**src/rtl/video_check_pkg.sv**
```systemverilog
// Shared types, constants and the CRC-32 step function for the video frame checker.
// The CRC path is only built when VIDEO_FRAME_CRC_EN is defined.
package video_check_pkg;

    typedef enum logic [0:0] {
        S_SYNC  = 1'b0,
        S_FRAME = 1'b1
    } state_t;

    localparam logic [31:0] CRC_POLY  = 32'h04C1_1DB7;
    localparam logic [31:0] CRC_INIT  = 32'hFFFF_FFFF;
    localparam int          CRC_MAX_W = 64;

    localparam int ERR_LINE_LEN = 0;
    localparam int ERR_LINE_CNT = 1;
    localparam int ERR_DE_HREF  = 2;
    localparam int ERR_DE_VSYNC = 3;

    // Non-reflected CRC-32 over the low 'width' bits of data, MSB first
    function automatic logic [31:0] crc32_step(input logic [31:0]          crc,
                                               input logic [CRC_MAX_W-1:0] data,
                                               input int                   width);
        logic [31:0] c;
        logic        fb;
        c = crc;
        for (int i = CRC_MAX_W - 1; i >= 0; i--) begin
            if (i < width) begin
                fb = c[31] ^ data[i];
                c  = {c[30:0], 1'b0} ^ (fb ? CRC_POLY : 32'h0000_0000);
            end
        end
        return c;
    endfunction

endpackage

```
**src/rtl/video_crc32.sv**
```systemverilog
// DATA_WIDTH-parallel CRC-32 accumulator; crc_next already includes the current pixel
// so the owner can latch a frame result on the same cycle it restarts the register.
module video_crc32
    import video_check_pkg::*;
#(
    parameter int DATA_WIDTH = 24
) (
    input  logic                  clk,
    input  logic                  rst_n,
    input  logic                  init,
    input  logic                  clear,
    input  logic                  en,
    input  logic [DATA_WIDTH-1:0] data,
    output logic [31:0]           crc_next
);

    logic [31:0]          crc_r;
    logic [31:0]          step_s;
    logic [CRC_MAX_W-1:0] data_ext_s;

    // Advance the CRC by one pixel
    always_comb begin
        data_ext_s                 = {CRC_MAX_W{1'b0}};
        data_ext_s[DATA_WIDTH-1:0] = data;
        step_s                     = crc32_step(crc_r, data_ext_s, DATA_WIDTH);
        if (en) begin
            crc_next = step_s;
        end else begin
            crc_next = crc_r;
        end
    end

    // Running CRC register, restarted at every frame start and while idle
    always_ff @(posedge clk or negedge rst_n) begin
        if (!rst_n) begin
            crc_r <= CRC_INIT;
        end else if (clear || init) begin
            crc_r <= CRC_INIT;
        end else if (en) begin
            crc_r <= step_s;
        end else begin
            crc_r <= crc_r;
        end
    end

endmodule

```
**config.mk**
```make
export PLATFORM = sky130hd
export DESIGN_NAME = video_crc32
export DESIGN_NICKNAME = d
export VERILOG_FILES = /design/src/rtl/video_check_pkg.sv /design/src/rtl/video_crc32.sv
export SDC_FILE = /design/constraint.sdc
export NUM_CORES = 1
export LEC_CHECK = 0
export CORE_UTILIZATION = 41
export CTS_BUF_LIST = sky130_fd_sc_hd__clkbuf_8 sky130_fd_sc_hd__clkbuf_16
export CTS_CLUSTER_DIAMETER = 150
export DETAILED_ROUTE_END_ITERATION = 7
export PLACE_DENSITY = 0.71
export SYNTH_ARGS = -nofsm -noshare
export SYNTH_HDL_FRONTEND = slang
export SYNTH_SLANG_ARGS = --single-unit
```
**constraint.sdc**
```tcl
create_clock -name clk -period 4.7 [get_ports clk]
set_input_delay 1.175 -clock clk [delete_from_list [all_inputs] [get_ports clk]]
set_output_delay 1.175 -clock clk [all_outputs]
set_load 0.03 [all_outputs]
```
==> impl_results.md, run 1 <==
- I/O pins: slightly above 60
- Skew final: 6.08 ps
- Die area: slightly above 0.01 mm²
- Clk Latency, worst-skew pair: roughly 300 ps
- Antenna-violating nets left: 0
- Post-synthesis sequential area ratio: 0.206
- DRT Pass-1 Iters: 4
- Syn Area/Cell: 11.9 µm²
- Clock-pin slew on the worst setup and hold paths: about 80 ps
- Arrival @ worst endpoint: around 3900 ps
- Routed wl met3: 829 µm
- Core area: 0.00973 mm²
- CTS Sinks: 32
- Syn nets: about 370
- CTS tree: yes
- Failing checks: setup timing
- Worst-path fanout max: 5
- Post-synth EDFFs: 0
- First-pass GRT wire length: roughly 22000 µm
- Layout cells sized above 1: 0.684
- Hold_buf cts: 0
- Worst slew pin tran: 473 ps
- DRT Wirelength: ~17000 µm
- DRC Markers: 0
- Number of flip-flops in the largest register: 32
- Hold crit path type: register to register
- Hold WS: roughly 540 ps
- Status: complete, but fails checks
- CP Class: input port to output pin
- Placed Cells: between 600 and 700
- Worst R2R Setup Slack: about 1300 ps
- Total area of sequential cells: 841 µm²
- Hold path startpoint: crc_r[19]$_DFF_PN1_
- Number of buffers created by CTS: 5
- Post-synth cell types: 31
- Final core occ: 0.767
- Die W: ~100 µm
- Share of flip-flops with an asynchronous set or reset: 1.00
- Die Y: between 100 and 150 µm
- R2r worst-path depth: 10
- Fin. max-slew vios: 0
- Min setup slack post-route: -354 ps
- Largest area contributor in the netlist: xnor2_1
- Top cell type's share of synthesized area: 0.218
- Vias per Instance: 5.21
- MaxCap Viol Count: 0
- Top layer used by detailed routing: met4
- H-tree levels: 2
- Setup TNS: -6170 ps
- Multi-input combinational cell area: about 0.0042 mm²
- Clock Tree Buf Depth: 2
- Routability cong.: about 0.90
- CP Capture Type: output pin
- Congestion Overflow GR: 0
- Final hold violation count: 0
- Initial drt markers: around 220
- Min-Delay Endpoint: crc_r[19]$_DFF_PN1_
- Minimum clock period: around 5000 ps
- # fillers: around 580
- Mapped Cells: approximately 350
- GR Util All Layers: 0.307
- Met2 routed WL: about 8400 µm
- Final period utilization: 1.08
- Synth Flop Type: dfstp_2
- Reg2reg start: crc_r[26]$_DFF_PN1_
- Largest regs: crc_r x32
- Vias in the first global route: roughly 3800
- Fmax: approximately 200 MHz
- Cell row count: 36
- Ant. Diodes: 0
- Fin nets: 600
- Largest cells by area after synthesis: xnor2_1 22%, dfstp_2 21%, xnor3_1 20%
- Root buf cell: clkbuf_8
- Yosys reg bits: 32
- Crit start category: input port
- Final Setup Violations: 26
- WHS Path Cells: 2
- Initial antenna violation count: 0
- Area added between synthesis and finish: 82.5%
- Reg2reg end: crc_r[13]$_DFF_PN1_
- Final cell count without fillers: approximately 710
- Biggest register: crc_r
- Pin count of the biggest net entering global routing: 40
- Vias post-DR: approximately 3700
- Port Buf Inserts: 60
- Avg WL per Cell: 23.5 µm
- Syn. warnings: 0
- Starting Density: 0.420
- Max-slew headroom: 0.685
- RSZ-0062 raised after global routing: true
- Routed met1 length: about 6600 µm
- Synthesized area: 0.00409 mm²
- Final HPWL DP: 9260 µm
- CP required: around 3500 ps
[cell usage in the layout (no fill, tap or decap), types with 6 or more instances in the layout]
cell	instances
xor2_2	11
buf_4	126
xnor2_2	35
xnor2_4	33
xor2_4	9
o211ai_1	12
xnor3_2	19
nand2_1	13
nor2_1	13
nand2b_1	11
buf_12	8
xnor2_1	51
buf_6	75
dfstp_2	32
xor2_1	13
dlygate4sd2_1	6
xnor3_1	25
o21ai_2	9
clkbuf_8	6
a21oi_2	7
clkdlybuf4s50_1	7
[routing by layer]
metal  GRT usage  vias up
li1            -     1596
met1       0.381     1853
met2       0.538      174
met3      0.0390       52
met4       0.135        0
met5           0        -
[stage by stage]
step	setup slack (ps)	area (µm²)
floorplan	-121	4290
global placement	-815	5770
detailed placement	-821	5770
CTS	-395	7160
global route	-422	7460
finish	-354	7460
[Yosys cell counts (all sizes together), types with 3 or more instances]
cell,instances
xor2,33
dfstp,32
a211o,3
nand2,13
clkbuf,12
a21oi,11
nor3,3
nor2b,3
xnor2,119
xnor3,44
a31oi,3
o211ai,13
a21o,3
nand2b,12
nor2,14
o21ai,14
mux2,4
[kinds of logic after synthesis]
kind of cell	synth area share
xor gates and xnor gates	0.639
buffers and inverters	0.0156
muxes	0.0110
and+or+nand+nor	0.0560
DFF	0.206
AOI/OAI and AO/OA	0.0731
[worst max-delay path, cell delays in order]
cell and delay [ps]:
buf_6 90, xor2_2 120, buf_6 150, xnor3_2 510
buf_12 170, xor2_4 240, xnor3_2 380, xnor3_2 510
xnor2_2 190, a21oi_2 180, buf_6 150
[area by class of cell]
| class | instances | share of cell area |
|---|---|---|
| Clock buffer | 6 | 0.0111 |
| Clock inverter | 2 | 0.00134 |
| Inverter | 2 | 0.00101 |
| Multi-Input combinational cell | 297 | 0.562 |
| Sequential cell | 32 | 0.113 |
| Tap cell | 133 | 0.0223 |
| Timing Repair Buffer | 233 | 0.289 |
[timing repair]
action,4_1_cts,5_1_grt
endpoints found under the setup margin,32,30
pin swaps,101,58
setup buffers,63,17
resized for setup,200,52
[worst max path at each step]
stage | from | end | slack, ps
after floorplan | data[17] | crc_next[5] | -120
after global placement | data[18] | crc_next[9] | -820
after detailed placement | data[23] | crc_next[6] | -820
after CTS | data[20] | crc_next[12] | -390
after global routing | data[20] | crc_next[6] | -420
final | data[20] | crc_next[5] | -350
Power of run 1 is not shown: default switching activity piles up to over one toggle a cycle in this logic, so the estimate is an artifact.
==> run 2, diff against run 1 <==
--- a/config.mk
+++ b/config.mk
@@ -5,11 +5,12 @@
 export SDC_FILE = /design/constraint.sdc
 export NUM_CORES = 1
 export LEC_CHECK = 0
+export CELL_PAD_IN_SITES_DETAIL_PLACEMENT = 0
+export CELL_PAD_IN_SITES_GLOBAL_PLACEMENT = 1
 export CORE_UTILIZATION = 41
-export CTS_BUF_LIST = sky130_fd_sc_hd__clkbuf_8 sky130_fd_sc_hd__clkbuf_16
 export CTS_CLUSTER_DIAMETER = 150
 export DETAILED_ROUTE_END_ITERATION = 7
-export PLACE_DENSITY = 0.71
+export PLACE_DENSITY = 0.84
 export SYNTH_ARGS = -nofsm -noshare
 export SYNTH_HDL_FRONTEND = slang
 export SYNTH_SLANG_ARGS = --single-unit
==> run 2 against run 1 <==
Against the previous run:
- sequential share of layout area decreased by 0.092 points
- critical path type unchanged
- register-to-register slack got worse by 40 ps
- wire length decreased by 0.79%
- largest cell class unchanged
- the flow still finishes with violations (setup timing)
- count of clock-buffer cells in the layout increased by 2
==> impl_results.md, run 2 (synthesis gave the netlist of run 1 again) <==
- Die area: 0.0104 mm²
- Final HPWL DP: between 9000 and 10000 µm
- Worst slew pin tran: 494 ps
- Fin. max-slew vios: 0
- Routed met1 length: just over 6000 µm
- Total area of sequential cells: 841 µm²
- Routability cong.: about 0.93
- Routed wl met3: between 900 and 1000 µm
- Final hold violation count: 0
- Die Y: 102 µm
- Min-Delay Endpoint: crc_r[19]$_DFF_PN1_
- CP required: approximately 3500 ps
- Final core occ: 0.773
- Skew final: about 15 ps
- Die W: slightly above 100 µm
- Pin count of the biggest net entering global routing: between 40 and 50
- Reg2reg start: crc_r[28]$_DFF_PN1_
- Antenna-violating nets left: 0
- Starting Density: 0.420
- Initial antenna violation count: 1
- Initial drt markers: 217
- Number of flip-flops in the largest register: 32
- CTS Sinks: 32
- CP Class: input port to output pin
- Hold crit path type: register to register
- CTS tree: yes
- # fillers: 551
- Setup TNS: -5270 ps
- Worst-path fanout max: 5
- Number of buffers created by CTS: 5
- First-pass GRT wire length: about 21000 µm
- H-tree levels: 2
- Core area: 0.00973 mm²
- Commonest non-fill, non-tap cell in the layout: buf_4
- DRT Wirelength: about 16000 µm
- Arrival @ worst endpoint: approximately 3900 ps
- Vias in the first global route: between 3000 and 4000
- Min setup slack post-route: -362 ps
- Max-slew headroom: 0.671
- Reg2reg end: crc_r[3]$_DFF_PN1_
- WHS Path Cells: 2
- Layout cells sized above 1: 0.701
- Area added between synthesis and finish: 84.0%
- Top layer used by detailed routing: met4
- I/O pins: just over 60
- Avg WL per Cell: 23.0 µm
- Congestion Overflow GR: 0
- DRC Markers: 0
- Cell row count: 36
- Status: complete, but fails checks
- Failing checks: setup timing
- Most frequent cells in the layout: 141 x buf_4, 68 x buf_6, 50 x xnor2_1
- Clock-pin slew on the worst setup and hold paths: 90 ps
- Worst R2R Setup Slack: around 1300 ps
- Fmax: slightly below 200 MHz
- MaxCap Viol Count: 0
- Fin nets: between 600 and 700
- Post-route cell area: about 0.0075 mm²
- Multi-input combinational cell area: 0.00419 mm²
- Final period utilization: 1.08
- CP Capture Type: output pin
- Root buf cell: clkbuf_8
- R2r worst-path depth: 15
- Clk Latency, worst-skew pair: 310 ps
- Port Buf Inserts: 60
- Crit start category: input port
- Largest regs: crc_r x32
- Vias per Instance: 5.21
- DRT Pass-1 Iters: 4
- Met2 routed WL: around 8400 µm
- GR Util All Layers: 0.286
- Hold path startpoint: crc_r[19]$_DFF_PN1_
- Vias post-DR: between 3000 and 4000
- Clock Tree Buf Depth: 2
- Final Setup Violations: 27
- RSZ-0062 raised after global routing: true
- Biggest register: crc_r
- Minimum clock period: approximately 5100 ps
- Area after DPL: about 0.0058 mm²
[run 2: cell types whose count changed in the layout (fill, tap and decap cells not counted), moves of 3 or more]
cell,change
buf_4,+15
buf_6,-7
xnor2_2,+6
xnor2_4,-5
xnor3_1,-4
xnor3_2,+4
clkbuf_2,-3
[run 2: layer usage]
metal / GRT usage / vias to the layer above
met4: 0.136 / 0
met2: 0.504 / 163
li1: - / 1616
met5: 0 / -
met1: 0.346 / 1887
met3: 0.0424 / 57
[run 2: layout make-up]
cell class | count | area share
antenna | 1 | 0.000333
clock buffer | 8 | 0.0120
inverter | 2 | 0.000998
multi-input combinational | 297 | 0.556
sequential | 32 | 0.112
tap | 133 | 0.0221
timing repair buffer | 242 | 0.297
[run 2: how the worst max path moves through the flow]
stage,end,slack [ps],cells after the start,startpoint
5_1_grt,crc_next[9],-440,11,data[4]
3_3_place_gp,crc_next[23],-710,12,data[20]
6_report,crc_next[12],-360,12,data[17]
3_5_place_dp,crc_next[6],-770,11,data[23]
4_1_cts,crc_next[12],-330,13,data[23]
2_1_floorplan,crc_next[5],-120,7,data[17]
[run 2: metrics by stage]
step                hold slack (ps)  worst slack, ps  std cells
floorplan                       505             -121        345
global placement                515             -707        627
detailed placement              518             -773        627
CTS                             530             -330        688
global route                    570             -437        715
finish                          543             -362        715
[run 2: critical path: stages]
cell,delay (ps)
buf_4,130
xnor2_4,140
buf_6,140
buf_4,140
xnor2_2,220
xnor3_2,410
xnor3_2,420
buf_8,160
xnor3_2,410
xnor2_2,180
a21oi_2,180
buf_6,150
[run 2: repair_timing]
| item | in CTS | in global routing |
|---|---|---|
| resized for setup | 187 | 66 |
| endpoints found under the setup margin | 32 | 29 |
| setup buffers | 59 | 31 |
| hold buffers | 0 | 0 |
| pin swaps | 98 | 57 |
| endpoints found under the hold margin | 0 | 0 |
Power of run 2 is left out for the same reason.
==> run 3, diff against run 2 <==
--- a/config.mk
+++ b/config.mk
@@ -8,8 +8,10 @@
 export CELL_PAD_IN_SITES_DETAIL_PLACEMENT = 0
 export CELL_PAD_IN_SITES_GLOBAL_PLACEMENT = 1
 export CORE_UTILIZATION = 41
+export CTS_BUF_LIST = sky130_fd_sc_hd__clkbuf_8
 export CTS_CLUSTER_DIAMETER = 150
 export DETAILED_ROUTE_END_ITERATION = 7
+export HOLD_SLACK_MARGIN = 0.1
 export PLACE_DENSITY = 0.84
 export SYNTH_ARGS = -nofsm -noshare
 export SYNTH_HDL_FRONTEND = slang
==> run 3 against run 2 <==
Against the previous run:
- the flow still finishes with violations (setup timing)
- highest routed layer unchanged
- wire length about the same
- register-to-register slack about the same
- worst setup slack worse by 7.9 ps
- non-clock buffer count unchanged
==> impl_results.md, run 3 (synthesis gave the netlist of run 1 again) <==
- Status: complete, but fails checks
- Failing checks: setup timing
- Hold crit path type: register to register
- First-pass GRT wire length: 20900 µm
- Worst-path fanout max: 5
- Reg2reg start: crc_r[28]$_DFF_PN1_
- CP required: roughly 3500 ps
- Slowest cell delay on critical path: around 420 ps
- Final Setup Violations: 28
- Grt met1 use: 0.346
- Cell row count: 36
- Worst Setup Slack post-DPL: -773 ps
- Die area: 0.0104 mm²
- Crit start category: input port
- Root buf cell: clkbuf_8
- Final hold violation count: 0
- Number of flip-flops in the largest register: 32
- Min setup slack post-route: -370 ps
- CP Class: input port to output pin
- CTS Sinks: 32
- Hold_buf cts: 0
- Grt met3 use: 0.0424
- Reg2reg end: crc_r[3]$_DFF_PN1_
- Clock-pin slew on the worst setup and hold paths: approximately 90 ps
- WHS Path Cells: 2
- Final period utilization: 1.08
- Final HPWL DP: 9060 µm
- I/O pins: 61
- Most used cell, CP: xnor3_2
- Max-slew headroom: 0.676
- Slowest CP cell: xnor3_2
- Die W: approximately 100 µm
- CTS tree: yes
- Global routing's busiest layer: met2
- Vias in the first global route: around 3700
- Most frequent cells in the layout: 141 x buf_4, 68 x buf_6, 50 x xnor2_1
- Port Buf Inserts: 60
- Pin count of the biggest net entering global routing: 41
- R2r worst-path depth: 15
- # fillers: roughly 550
- Layout cells sized above 1: 0.701
- Biggest register: crc_r
- DRT Wirelength: between 15000 and 20000 µm
- Placed Cells: 627
- Vias post-DR: between 3000 and 4000
- Initial drt markers: 213
- Routability cong.: approximately 0.93
- Fin nets: between 600 and 700
- CP Cell Sequence: buf_4 > xnor2_4 > buf_6 > buf_4 > xnor2_2 > xnor3_2 > xnor3_2 > buf_8 > xnor3_2 > xnor2_2 > a21oi_2 > buf_6
- DRT Pass-1 Iters: 4
- Final cell count without fillers: between 700 and 800
- GR Util All Layers: 0.286
- Congestion Overflow GR: 0
- Worst slew pin tran: between 400 and 500 ps
- Largest regs: crc_r x32
- RSZ-0062 raised after global routing: true
- Core area: 0.00973 mm²
- Initial antenna violation count: 1
- Die Y: a little over 100 µm
- Area added between synthesis and finish: 84.0%
- Starting Density: 0.420
- Vias per Instance: between 5 and 6
- Hold path startpoint: crc_r[19]$_DFF_PN1_
- Clock Tree Buf Depth: 2
- Met2 Use GR: 0.504
- H-tree levels: 2
- Worst R2R Setup Slack: 1300 ps
- Min-Delay Endpoint: crc_r[19]$_DFF_PN1_
- DRC Markers: 0
- CP Capture Type: output pin
- Clk Latency, worst-skew pair: a little over 300 ps
- Fin. max-slew vios: 0
- Number of buffers created by CTS: 5
- Skew final: about 14 ps
- Avg WL per Cell: about 23 µm
- Fmax: between 150 and 200 MHz
- Antenna-violating nets left: 0
- MaxCap Viol Count: 0
- Commonest non-fill, non-tap cell in the layout: buf_4
- Minimum clock period: between 5000 and 6000 ps
- Arrival @ worst endpoint: approximately 3900 ps
## run 3: cell count changes in the layout (fill, tap and decap cells not counted)
cell      delta
inv_1        +2
clkbuf_1     -2
## run 3: final cells by class
| cell class | instances | area (µm²) | area share |
|---|---|---|---|
| antenna | 1 | 2.50 | 0.000333 |
| clock buffer | 6 | 82.6 | 0.0110 |
| inverter | 2 | 7.51 | 0.000998 |
| tap | 133 | 166 | 0.0221 |
| sequential | 32 | 841 | 0.112 |
| clock inverter | 2 | 7.51 | 0.000998 |
| timing repair buffer | 242 | 2230 | 0.297 |
| multi-input combinational | 297 | 4190 | 0.556 |
## run 3: worst max-delay path by stage
stage / start / end / slack [ps] / depth (start not counted)
2_1_floorplan: data[17] / crc_next[5] / -120 / 7
3_3_place_gp: data[20] / crc_next[23] / -710 / 12
3_5_place_dp: data[23] / crc_next[6] / -770 / 11
4_1_cts: data[23] / crc_next[12] / -330 / 13
5_1_grt: data[4] / crc_next[9] / -440 / 11
6_report: data[17] / crc_next[12] / -370 / 12
## run 3: critical path: cells and delay by family
kind                   cells  cell delay, ps
AO/OA/AOI/OAI              1             180
XOR/XNOR                   6            1780
buffers and inverters      5             730
## run 3: per-stage QoR
step / util / setup TNS (ps) / cell area, µm² / hold WS, ps
after detailed placement: 0.593 / -18280 / 5770 / 518
after global placement: 0.593 / -17350 / 5770 / 515
after global routing: 0.773 / -7130 / 7520 / 570
final: 0.773 / -5380 / 7520 / 542
after floorplan: - / -508 / 4290 / 505
after CTS: 0.722 / -4700 / 7030 / 530
## run 3: timing repair
item	4_1_cts	5_1_grt
setup endpoints to repair	32	29
buffers inserted	59	31
pin swaps	98	57
gates cloned	0	0
resized for setup	187	66
## run 3: per-layer routing
metal	vias to the layer above	wire, µm
met4	0	843
met1	1897	6160
met3	55	1000
met2	174	8400
met5	-	0
li1	1617	-
Power of run 3 is left out for the same reason.
